**src/rtl/ps2_host_tx.sv**
```systemverilog
// ============================================================================
// Module      : ps2_host_tx
// Description : Host-to-device PS/2 transmitter. Sends one command byte to the
//               device over open-drain clock/data lines and reports ACK, NACK
//               or timeout with a one-cycle tx_done pulse.
// Revision    : 1.0 - initial release
// ============================================================================
`default_nettype none

module ps2_host_tx #(
    parameter int INHIBIT_CYCLES = 5000,
    parameter int TIMEOUT_CYCLES = 1000000,
    parameter int FILTER_LEN     = 8
) (
    input  logic       clk,
    input  logic       rst,
    input  logic [7:0] tx_data,
    input  logic       tx_valid,
    output logic       tx_ready,
    input  logic       ps2_clk_in,
    input  logic       ps2_data_in,
    output logic       ps2_clk_oe,
    output logic       ps2_data_oe,
    output logic       tx_done,
    output logic       tx_ack,
    output logic       tx_error,
    output logic       busy
);

    localparam int c_MAXT = (INHIBIT_CYCLES > TIMEOUT_CYCLES) ? INHIBIT_CYCLES : TIMEOUT_CYCLES;
    localparam int c_TW   = $clog2(c_MAXT + 1);
    localparam int c_FW   = $clog2(FILTER_LEN + 1);

    localparam logic [c_TW-1:0] c_INH_LAST = c_TW'(INHIBIT_CYCLES - 1);
    localparam logic [c_TW-1:0] c_TO_LAST  = c_TW'(TIMEOUT_CYCLES - 1);
    localparam logic [c_FW-1:0] c_FLAST    = c_FW'(FILTER_LEN - 1);
    localparam logic [3:0]      c_STOP_IDX = 4'd9;

    typedef enum logic [2:0] {
        ST_IDLE      = 3'd0,
        ST_INHIBIT   = 3'd1,
        ST_REQ       = 3'd2,
        ST_SHIFT     = 3'd3,
        ST_ACK       = 3'd4,
        ST_WAIT_IDLE = 3'd5,
        ST_DONE      = 3'd6,
        ST_ABORT     = 3'd7
    } state_t;

    state_t            r_state;
    state_t            w_state_next;
    logic [1:0]        w_pin;
    logic [1:0]        w_filt;        // [0] = clock, [1] = data
    logic              r_clk_prev;
    logic              w_fall;
    logic [7:0]        r_shreg;
    logic              r_parity;
    logic [3:0]        r_bit_idx;
    logic [c_TW-1:0]   r_timer;
    logic              r_ack;
    logic              r_ack_hold;
    logic              r_err_hold;
    logic              w_timeout;
    logic              w_bit_oe;

    assign w_pin = {ps2_data_in, ps2_clk_in};

    // Per-pin conditioning: 2-FF synchronizer followed by a run-length filter
    genvar gi;
    generate
        for (gi = 0; gi < 2; gi++) begin : g_cond
            logic            r_s1;
            logic            r_s2;
            logic            r_f;
            logic [c_FW-1:0] r_cnt;

            // Filtered level flips only after FILTER_LEN consecutive differing samples
            always_ff @(posedge clk) begin
                if (rst) begin
                    r_s1  <= 1'b1;
                    r_s2  <= 1'b1;
                    r_f   <= 1'b1;
                    r_cnt <= '0;
                end else begin
                    r_s1 <= w_pin[gi];
                    r_s2 <= r_s1;
                    if (r_s2 == r_f) begin
                        r_cnt <= '0;
                    end else if (r_cnt == c_FLAST) begin
                        r_f   <= r_s2;
                        r_cnt <= '0;
                    end else begin
                        r_cnt <= r_cnt + 1'b1;
                    end
                end
            end

            assign w_filt[gi] = r_f;
        end
    endgenerate

    // Previous filtered clock level, used to detect the device's falling edge
    always_ff @(posedge clk) begin
        if (rst) begin
            r_clk_prev <= 1'b1;
        end else begin
            r_clk_prev <= w_filt[0];
        end
    end

    assign w_fall    = r_clk_prev & ~w_filt[0];
    assign w_timeout = (r_timer == c_TO_LAST);

    // Pull-low enable for the bit currently presented: data bits, parity, then stop (released)
    always_comb begin
        w_bit_oe = 1'b0;
        if (r_bit_idx < 4'd8) begin
            w_bit_oe = ~r_shreg[r_bit_idx[2:0]];
        end else if (r_bit_idx == 4'd8) begin
            w_bit_oe = ~r_parity;
        end
    end

    // State register
    always_ff @(posedge clk) begin
        if (rst) begin
            r_state <= ST_IDLE;
        end else begin
            r_state <= w_state_next;
        end
    end

    // Next-state and line/handshake outputs
    always_comb begin
        w_state_next = r_state;
        tx_ready     = 1'b0;
        busy         = 1'b1;
        ps2_clk_oe   = 1'b0;
        ps2_data_oe  = 1'b0;
        tx_done      = 1'b0;
        tx_ack       = r_ack_hold;
        tx_error     = r_err_hold;
        case (r_state)
            ST_IDLE: begin
                tx_ready = 1'b1;
                busy     = 1'b0;
                if (tx_valid) w_state_next = ST_INHIBIT;
            end
            ST_INHIBIT: begin
                // Device clock activity is ignored here; the host owns the bus
                ps2_clk_oe  = 1'b1;
                ps2_data_oe = (r_timer == c_INH_LAST);
                if (r_timer == c_INH_LAST) w_state_next = ST_REQ;
            end
            ST_REQ: begin
                ps2_data_oe = 1'b1;
                if (w_fall)         w_state_next = ST_SHIFT;
                else if (w_timeout) w_state_next = ST_ABORT;
            end
            ST_SHIFT: begin
                ps2_data_oe = w_bit_oe;
                if (w_fall) begin
                    if (r_bit_idx == c_STOP_IDX) w_state_next = ST_ACK;
                end else if (w_timeout) begin
                    w_state_next = ST_ABORT;
                end
            end
            ST_ACK: begin
                if (w_fall)         w_state_next = ST_WAIT_IDLE;
                else if (w_timeout) w_state_next = ST_ABORT;
            end
            ST_WAIT_IDLE: begin
                if (w_filt == 2'b11) w_state_next = ST_DONE;
                else if (w_timeout)  w_state_next = ST_ABORT;
            end
            ST_DONE: begin
                tx_done      = 1'b1;
                tx_ack       = r_ack;
                tx_error     = 1'b0;
                w_state_next = ST_IDLE;
            end
            ST_ABORT: begin
                tx_done      = 1'b1;
                tx_ack       = 1'b0;
                tx_error     = 1'b1;
                w_state_next = ST_IDLE;
            end
            default: w_state_next = ST_IDLE;
        endcase
    end

    // Datapath: byte latch, bit index, shared inhibit/timeout timer, ack capture
    always_ff @(posedge clk) begin
        if (rst) begin
            r_shreg    <= '0;
            r_parity   <= 1'b0;
            r_bit_idx  <= '0;
            r_timer    <= '0;
            r_ack      <= 1'b0;
            r_ack_hold <= 1'b0;
            r_err_hold <= 1'b0;
        end else begin
            case (r_state)
                ST_IDLE: begin
                    if (tx_valid) begin
                        r_shreg   <= tx_data;
                        r_parity  <= ~^tx_data;
                        r_bit_idx <= '0;
                        r_timer   <= '0;
                        r_ack     <= 1'b0;
                    end
                end
                ST_INHIBIT: begin
                    r_timer <= (r_timer == c_INH_LAST) ? '0 : r_timer + 1'b1;
                end
                ST_REQ, ST_SHIFT, ST_ACK, ST_WAIT_IDLE: begin
                    r_timer <= w_fall ? '0 : r_timer + 1'b1;
                    if (r_state == ST_SHIFT && w_fall && r_bit_idx != c_STOP_IDX) begin
                        r_bit_idx <= r_bit_idx + 1'b1;
                    end
                    if (r_state == ST_ACK && w_fall) begin
                        r_ack <= ~w_filt[1];
                    end
                end
                ST_DONE: begin
                    r_ack_hold <= r_ack;
                    r_err_hold <= 1'b0;
                end
                ST_ABORT: begin
                    r_ack_hold <= 1'b0;
                    r_err_hold <= 1'b1;
                end
                default: begin
                end
            endcase
        end
    end

endmodule

`default_nettype wire

```
**config.mk**
```make
export PLATFORM = sky130hd
export DESIGN_NAME = ps2_host_tx
export DESIGN_NICKNAME = d
export VERILOG_FILES = /design/src/rtl/ps2_host_tx.sv
export SDC_FILE = /design/constraint.sdc
export NUM_CORES = 1
export LEC_CHECK = 0
export ABC_AREA = 1
export BUFFER_PORTS_ARGS = -buffer_cell sky130_fd_sc_hd__buf_2
export CORE_ASPECT_RATIO = 0.6
export CORE_MARGIN = 4
export CORE_UTILIZATION = 40
export CTS_BUF_LIST = sky130_fd_sc_hd__clkbuf_2 sky130_fd_sc_hd__clkbuf_4 sky130_fd_sc_hd__clkbuf_8
export DETAILED_ROUTE_END_ITERATION = 10
export GPL_TIMING_DRIVEN = 0
export SETUP_SLACK_MARGIN = 0.5
export SLEW_MARGIN = 20
export SYNTH_ARGS = -nofsm -noshare
export SYNTH_HDL_FRONTEND = slang
export SYNTH_SLANG_ARGS = --single-unit
```
**constraint.sdc**
```tcl
create_clock -name clk -period 5.1 [get_ports clk]
set_clock_uncertainty 0.05 [all_clocks]
set_input_delay 0.255 -clock clk [delete_from_list [all_inputs] [get_ports clk]]
set_output_delay 0.255 -clock clk [all_outputs]
set_load 0.02 [all_outputs]
```
==> qor.csv, run 1 <==
stage,metric,value,unit
outcome,run_status,finished clean,
power,p_leak,1.311,nW
yosys,syn_inst,399,
timing,rsz0062_at_grt,false,
timing,slew_headroom,0.6032,
timing,timing_hold_violations_final,0,
floorplan,start_util,0.4206,
timing,period_share,0.4803,
yosys,synth_edf_count,0,
yosys,synth-xor-area-share,0.04906,
global_routing,grt_pass1_wl,11340,µm
cts,cts_hold_buffers,0,
routing,post-route-drc-count,0,
cts,cts_tree,built,
floorplan,ios,20,
power,p_int,0.5835,mW
setup_path,crit_type,reg -> out,
timing,post-route-min-period,2.449,ns
setup_path,critPathRequiredTime,4.80,ns
power,ir_worst_vdd,0.1328,mV
cts,clk_latency,0.32,ns
cells_and_area,num-nets-final,447,
yosys,seq_area_frac_synth,0.3784,
routing,wire_per_inst,13.25,µm
cts,clkSlewWorstSetupHoldPaths,0.10,ns
cts,clock-sinks,54,
setup_path,crit_start,r_bit_idx[0],
global_routing,grt_util_all_layers,0.1716,
cells_and_area,drive_gt1_frac,0.1174,
setup_path,end_kind,output pin,
cts,h-tree-depth,2,
cts,clockRootBuffer,clkbuf_8,
floorplan,die-width,117.1,µm
setup_path,start_kind,flip-flop,
timing,tightest_slew,0.5889,ns
yosys,muxShareOfSynthArea,0,
routing,routed_wl,6795,µm
floorplan,dieArea,0.008602,mm²
timing,slew_violations,0,
floorplan,core,0.006792,mm²
setup_path,rrSetupSlack,3.17,ns
yosys,synth_seq_cells,54,
power,p_sw,0.2316,mW
floorplan,die_h,73.46,µm
yosys,synth_compound_area_frac,0.1288,
global_routing,grt_max_degree,18,
power,p_clk_frac,0.326,
yosys,yosysTopAreaCell,dfxtp_1,
routing,drtIter0Drc,199,
power,p_comb_frac,0.131,
placement,post-place-cells,505,
global_routing,grt_overflow_total,0,
yosys,synth_cell_types,38,
yosys,async_reset_ff_frac,0,
routing,dr.pass1.iters,5,
yosys,yosysWarnings,0,
yosys,ys.flop_type,dfxtp_1,
global_routing,antenna_found_initial,0,
flow_run,max_cap_viol_count,0,
cts,cts_buffer_depth,2,
yosys,synth_top_area_share,0.3784,
setup_path,worstPathArrival,2.14,ns
yosys,yosys.area_share.simple,0.3228,
placement,place.gp.congestion,0.8753,
timing,setup_viol,0,
power,seqPwrFrac,0.543,
routing,ant_nets,0,
cts,cts_resized,0,
floorplan,num_rows,23,
yosys,yosys-top-cells-area,"dfxtp_1 38%, nand2_1 9.9%, nor2_1 7.0%, inv_1 6.2%, nand3_1 5.4%",
cells_and_area,diodes,0,
cells_and_area,final_cells,513,
timing,setup_tns,0,ns
routing,vias,2645,
setup_path,cp_max_fo,10,
placement,port_buffers,19,
cts,cts_buffers,5,
power,netSwitchingFraction,0.2842,
global_routing,grt_pass1_vias,2289,
yosys,syn_avg_cell_area,7.159,µm²
hold_path,min_from,ps2_data_in,
placement,dp_hpwl,5313,µm
cells_and_area,synthToLayoutAreaGrowth,10.60,%
yosys,synthAdderAreaFrac,0.03942,
hold_path,hold_class,in -> reg,
setup_path,r2r-start,r_timer[10],
routing,vias_per_cell,5.156,
yosys,synth_top_family_by_area,simple AND/OR/NAND/NOR gates,
yosys,synthesis.area,0.002856,mm²
timing,max_freq,408.3,MHz
yosys,synth_fp_nets,421,
power,p_per_area,258.0,mW/mm²
cts,cts_setup_buffers,0,
-- cells by family (layout without fill, tap and decap cells) --
family / Yosys count / in the layout
DFF: 54 / 54
buffers and inverters: 57 / 84
adders and majority gates: 9 / 9
and+or+nand+nor: 200 / 200
AOI/OAI and AO/OA: 63 / 63
xor gates and xnor gates: 16 / 16
-- layout make-up --
class                           count  area [µm²]
Fill cell                         713        3632
Inverter                           49       186.4
Multi-Input combinational cell    288        1543
Tap cell                           87       108.9
Clock inverter                      2       16.27
Clock buffer                        6       82.58
Buffer                              8       46.29
Sequential cell                    54        1081
Timing Repair Buffer               19       95.09
-- sequential cells by signal (all words and copies together) (netlist names) --
signal / flops
g_cond.r_cnt: 8
g_cond.r_f: 2
g_cond.r_s1: 2
g_cond.r_s2: 2
r_ack: 1
r_ack_hold: 1
r_bit_idx: 4
r_clk_prev: 1
r_err_hold: 1
r_parity: 1
r_shreg: 8
r_state: 3
r_timer: 20
-- through the flow --
step                      hold slack (ns)  cell area [µm²]  utilization  total power [mW]  worst slack, ns
after floorplan                    0.3088             2856            -            0.5253            3.228
after global placement             0.3467             3060       0.4506            0.5566            3.053
after detailed placement           0.3447             3060       0.4506            0.5584            3.058
after CTS                         0.05042             3159       0.4652            0.8229            2.693
after global routing              0.04734             3159       0.4652            0.8552            2.443
final                             0.06286             3159       0.4652            0.8151            2.651
-- cells in the mapped netlist, drive strengths merged (6+ instances only) --
master and number:
a21oi 26, nand3 31, nand2 81, xnor2 7, nor3 16, o21ai 25, xor2 9, dfxtp 54
or2 6, ha 9, nor2 54, inv 49
-- cell usage in the layout (no fill, tap or decap), types with 4 or more instances in the layout --
cell	n
clkbuf_8	6
dfxtp_1	54
xnor2_1	7
buf_2	20
nor2_1	53
clkbuf_1	5
or2_2	5
xor2_1	9
nand2_1	75
ha_1	9
o21ai_0	22
a21oi_1	26
nand3_1	31
inv_1	47
nor3_1	14
nand4_1	4
-- power by group through the flow --
stage	combinational, mW	clock [mW]	sequential (mW)
after floorplan	0.0756	0	0.450
after global placement	0.105	0	0.452
after detailed placement	0.106	0	0.452
after CTS	0.107	0.274	0.442
after global routing	0.120	0.291	0.444
final	0.107	0.266	0.443
-- worst max-delay path: stages, from the launching register on --
cell	delay (ns)
dfxtp_1	0.38
clkbuf_1	0.37
o21ai_0	0.26
nand2_1	0.10
o21ai_0	0.11
nand2_1	0.08
nand2_1	0.05
nand2_1	0.05
nand3_1	0.08
a2bb2oi_1	0.16
buf_2	0.19
-- final timing paths --
check                   endpoint  depth (start not counted)
setup / recovery     ps2_data_oe                         10
setup reg to reg      r_timer[8]                          7
hold / removal    g_cond[1].r_s1                          2
hold reg to reg   g_cond[0].r_s2                          1
-- layer usage --
metal	GRT usage	wire, µm	up-vias
met4	0.05344	76	0
met1	0.2818	3741	1195
met3	0.04362	665	8
li1	-	-	1352
met2	0.2073	2311	90
met5	0	0	-
Power figures use the tool's default switching activity.
==> inputs of run 2 (changes only) <==
- clock period: 5.1 -> 2.38 ns (I/O delays scaled with it)
==> qor.csv, run 2 (synthesized netlist as in run 1, its figures left out) <==
stage,metric,value,unit
floorplan,core,0.006792,mm²
cells_and_area,multi_input_area,0.001602,mm²
cells_and_area,synthToLayoutAreaGrowth,16.34,%
timing,setup_slack,0.5074,ns
cells_and_area,reg_top3,"r_timer (20), g_cond.r_cnt (8), r_shreg (8)",
cells_and_area,regMostFlops,r_timer,
setup_path,crit_buf_inv,3,
setup_path,path_cells,buf_6 -> inv_1 -> ha_2 -> inv_1 -> nand2_1 -> nand2_2 -> nor3_1 -> nor3b_2,
cells_and_area,largest_reg_flops,20,
power,p_clk_frac,0.319,
cts,cts_tree,built,
cells_and_area,utilization,0.4893,
placement,dp_hpwl,5313,µm
setup_path,crit_top_cell,inv_1,
cells_and_area,drive_gt1_frac,0.1678,
cells_and_area,fillers,690,
placement,post-place-cells,505,
placement,post-place-ws,0.4615,ns
floorplan,die_h,73.46,µm
setup_path,max_stage_delay,0.41,ns
setup_path,end_kind,flip-flop,
setup_path,start_kind,flip-flop,
cells_and_area,final_cell_area,0.003323,mm²
routing,drtIter0Drc,197,
cts,clk_latency,0.32,ns
routing,routed_wl,7007,µm
placement,port_buffers,19,
outcome,run_status,finished clean,
power,seqPwrFrac,0.536,
timing,tightest_slew,0.5430,ns
global_routing,grt_pass1_vias,2323,
timing,post-route-min-period,1.873,ns
setup_path,cp_max_fo,9,
power,p_leak,1.368,nW
global_routing,antenna_found_initial,0,
cts,cts_buffers,5,
routing,wire_per_inst,13.42,µm
power,p_int,1.269,mW
global_routing,grt_max_degree,18,
power,netSwitchingFraction,0.2840,
cts,clockRootBuffer,clkbuf_8,
cells_and_area,layout_commonest_cell,nand2_1,
setup_path,critPathRequiredTime,2.53,ns
power,p_per_area,533.5,mW/mm²
hold_path,hold_class,in -> reg,
cells_and_area,final_cell_mix,"73 x nand2_1, 52 x nor2_1, 48 x dfxtp_1, 45 x inv_1, 31 x nand3_1",
cts,cts_buffer_depth,2,
cells_and_area,final_cells,522,
power,p_sw,0.5036,mW
routing,post-route-drc-count,0,
cts,h-tree-depth,2,
placement,place.gp.congestion,0.8753,
setup_path,crit_slowest_cell,ha_2,
setup_path,crit_type,reg -> reg,
power,p_comb_frac,0.145,
timing,slew_violations,0,
power,ir_worst_vdd,0.2876,mV
global_routing,grt_util_all_layers,0.1731,
global_routing,grt_pass1_wl,11450,µm
floorplan,ios,20,
cts,clock-sinks,54,
floorplan,start_util,0.4206,
cells_and_area,num-nets-final,456,
setup_path,path_delay_family,simple AND/OR/NAND/NOR gates,
placement,post_dp_cell_area,0.003060,mm²
cells_and_area,diodes,0,
setup_path,worstPathArrival,2.02,ns
timing,timing_hold_violations_final,0,
routing,vias,2678,
power,finalPower,1.773,mW
routing,vias_per_cell,5.130,
timing,setup_viol,0,
routing,ant_nets,0,
timing,max_freq,534.0,MHz
routing,dr.pass1.iters,4,
timing,whs,0.01764,ns
timing,slew_headroom,0.6380,
timing,setup_tns,0,ns
cts,clkSlewWorstSetupHoldPaths,0.10,ns
flow_run,max_cap_viol_count,0,
floorplan,dieArea,0.008602,mm²
global_routing,grt_overflow_total,0,
cells_and_area,regArea,0.001091,mm²
floorplan,die-width,117.1,µm
floorplan,num_rows,23,
timing,period_share,0.7868,
timing,rsz0062_at_grt,true,
run 2: changes by cell type in the layout (fill, tap and decap cells not counted), sizes merged:
| cell | delta |
|---|---|
| buf | +6 |
| clkbuf | -1 |
| dlygate4sd3 | +4 |
run 2: cell type report:
class                           count  share of cell area
Multi-Input combinational cell    288              0.4819
Sequential cell                    54              0.3283
Inverter                           49             0.05610
Timing Repair Buffer               28             0.05384
Tap cell                           87             0.03276
Clock buffer                        6             0.02485
Buffer                              8             0.01732
Clock inverter                      2            0.004895
run 2: timing repair:
action | CTS | global route
setup buffers | 0 | 5
pin swaps | 0 | 2
endpoints found under the hold margin | 4 | 0
hold buffers | 4 | 0
endpoints found under the setup margin | 3 | 25
resized for setup | 14 | 22
run 2: power groups by stage:
stage	sequential, mW	clock (mW)	combinational (mW)
after global routing	0.953	0.624	0.285
after global placement	0.968	0	0.224
final	0.950	0.566	0.257
after floorplan	0.964	0	0.162
after CTS	0.949	0.587	0.239
after detailed placement	0.969	0	0.228
run 2: metal layers:
metal / up-vias / share of wire / global-route usage / wire length, µm
met3: 8 / 0.067 / 0.04115 / 470
met2: 78 / 0.36 / 0.2105 / 2519
met1: 1225 / 0.56 / 0.2844 / 3939
met5: - / 0 / 0 / 0
met4: 0 / 0.011 / 0.05598 / 77
li1: 1367 / - / - / -
run 2: worst paths after layout:
path | from | endpoint | slack, ns | cells past startpoint
max | r_state[2] | r_bit_idx[2] | 0.51 | 8
min | tx_data[5] | r_shreg[5] | 0.02 | 3
max reg2reg | r_state[2] | r_bit_idx[2] | 0.51 | 8
min reg2reg | g_cond[0].r_s1 | g_cond[0].r_s2 | 0.37 | 1
run 2: worst min-delay path, stage by stage:
cell	delay, ns
buf_2	0.12
nand2_1	0.06
a21oi_1	0.05
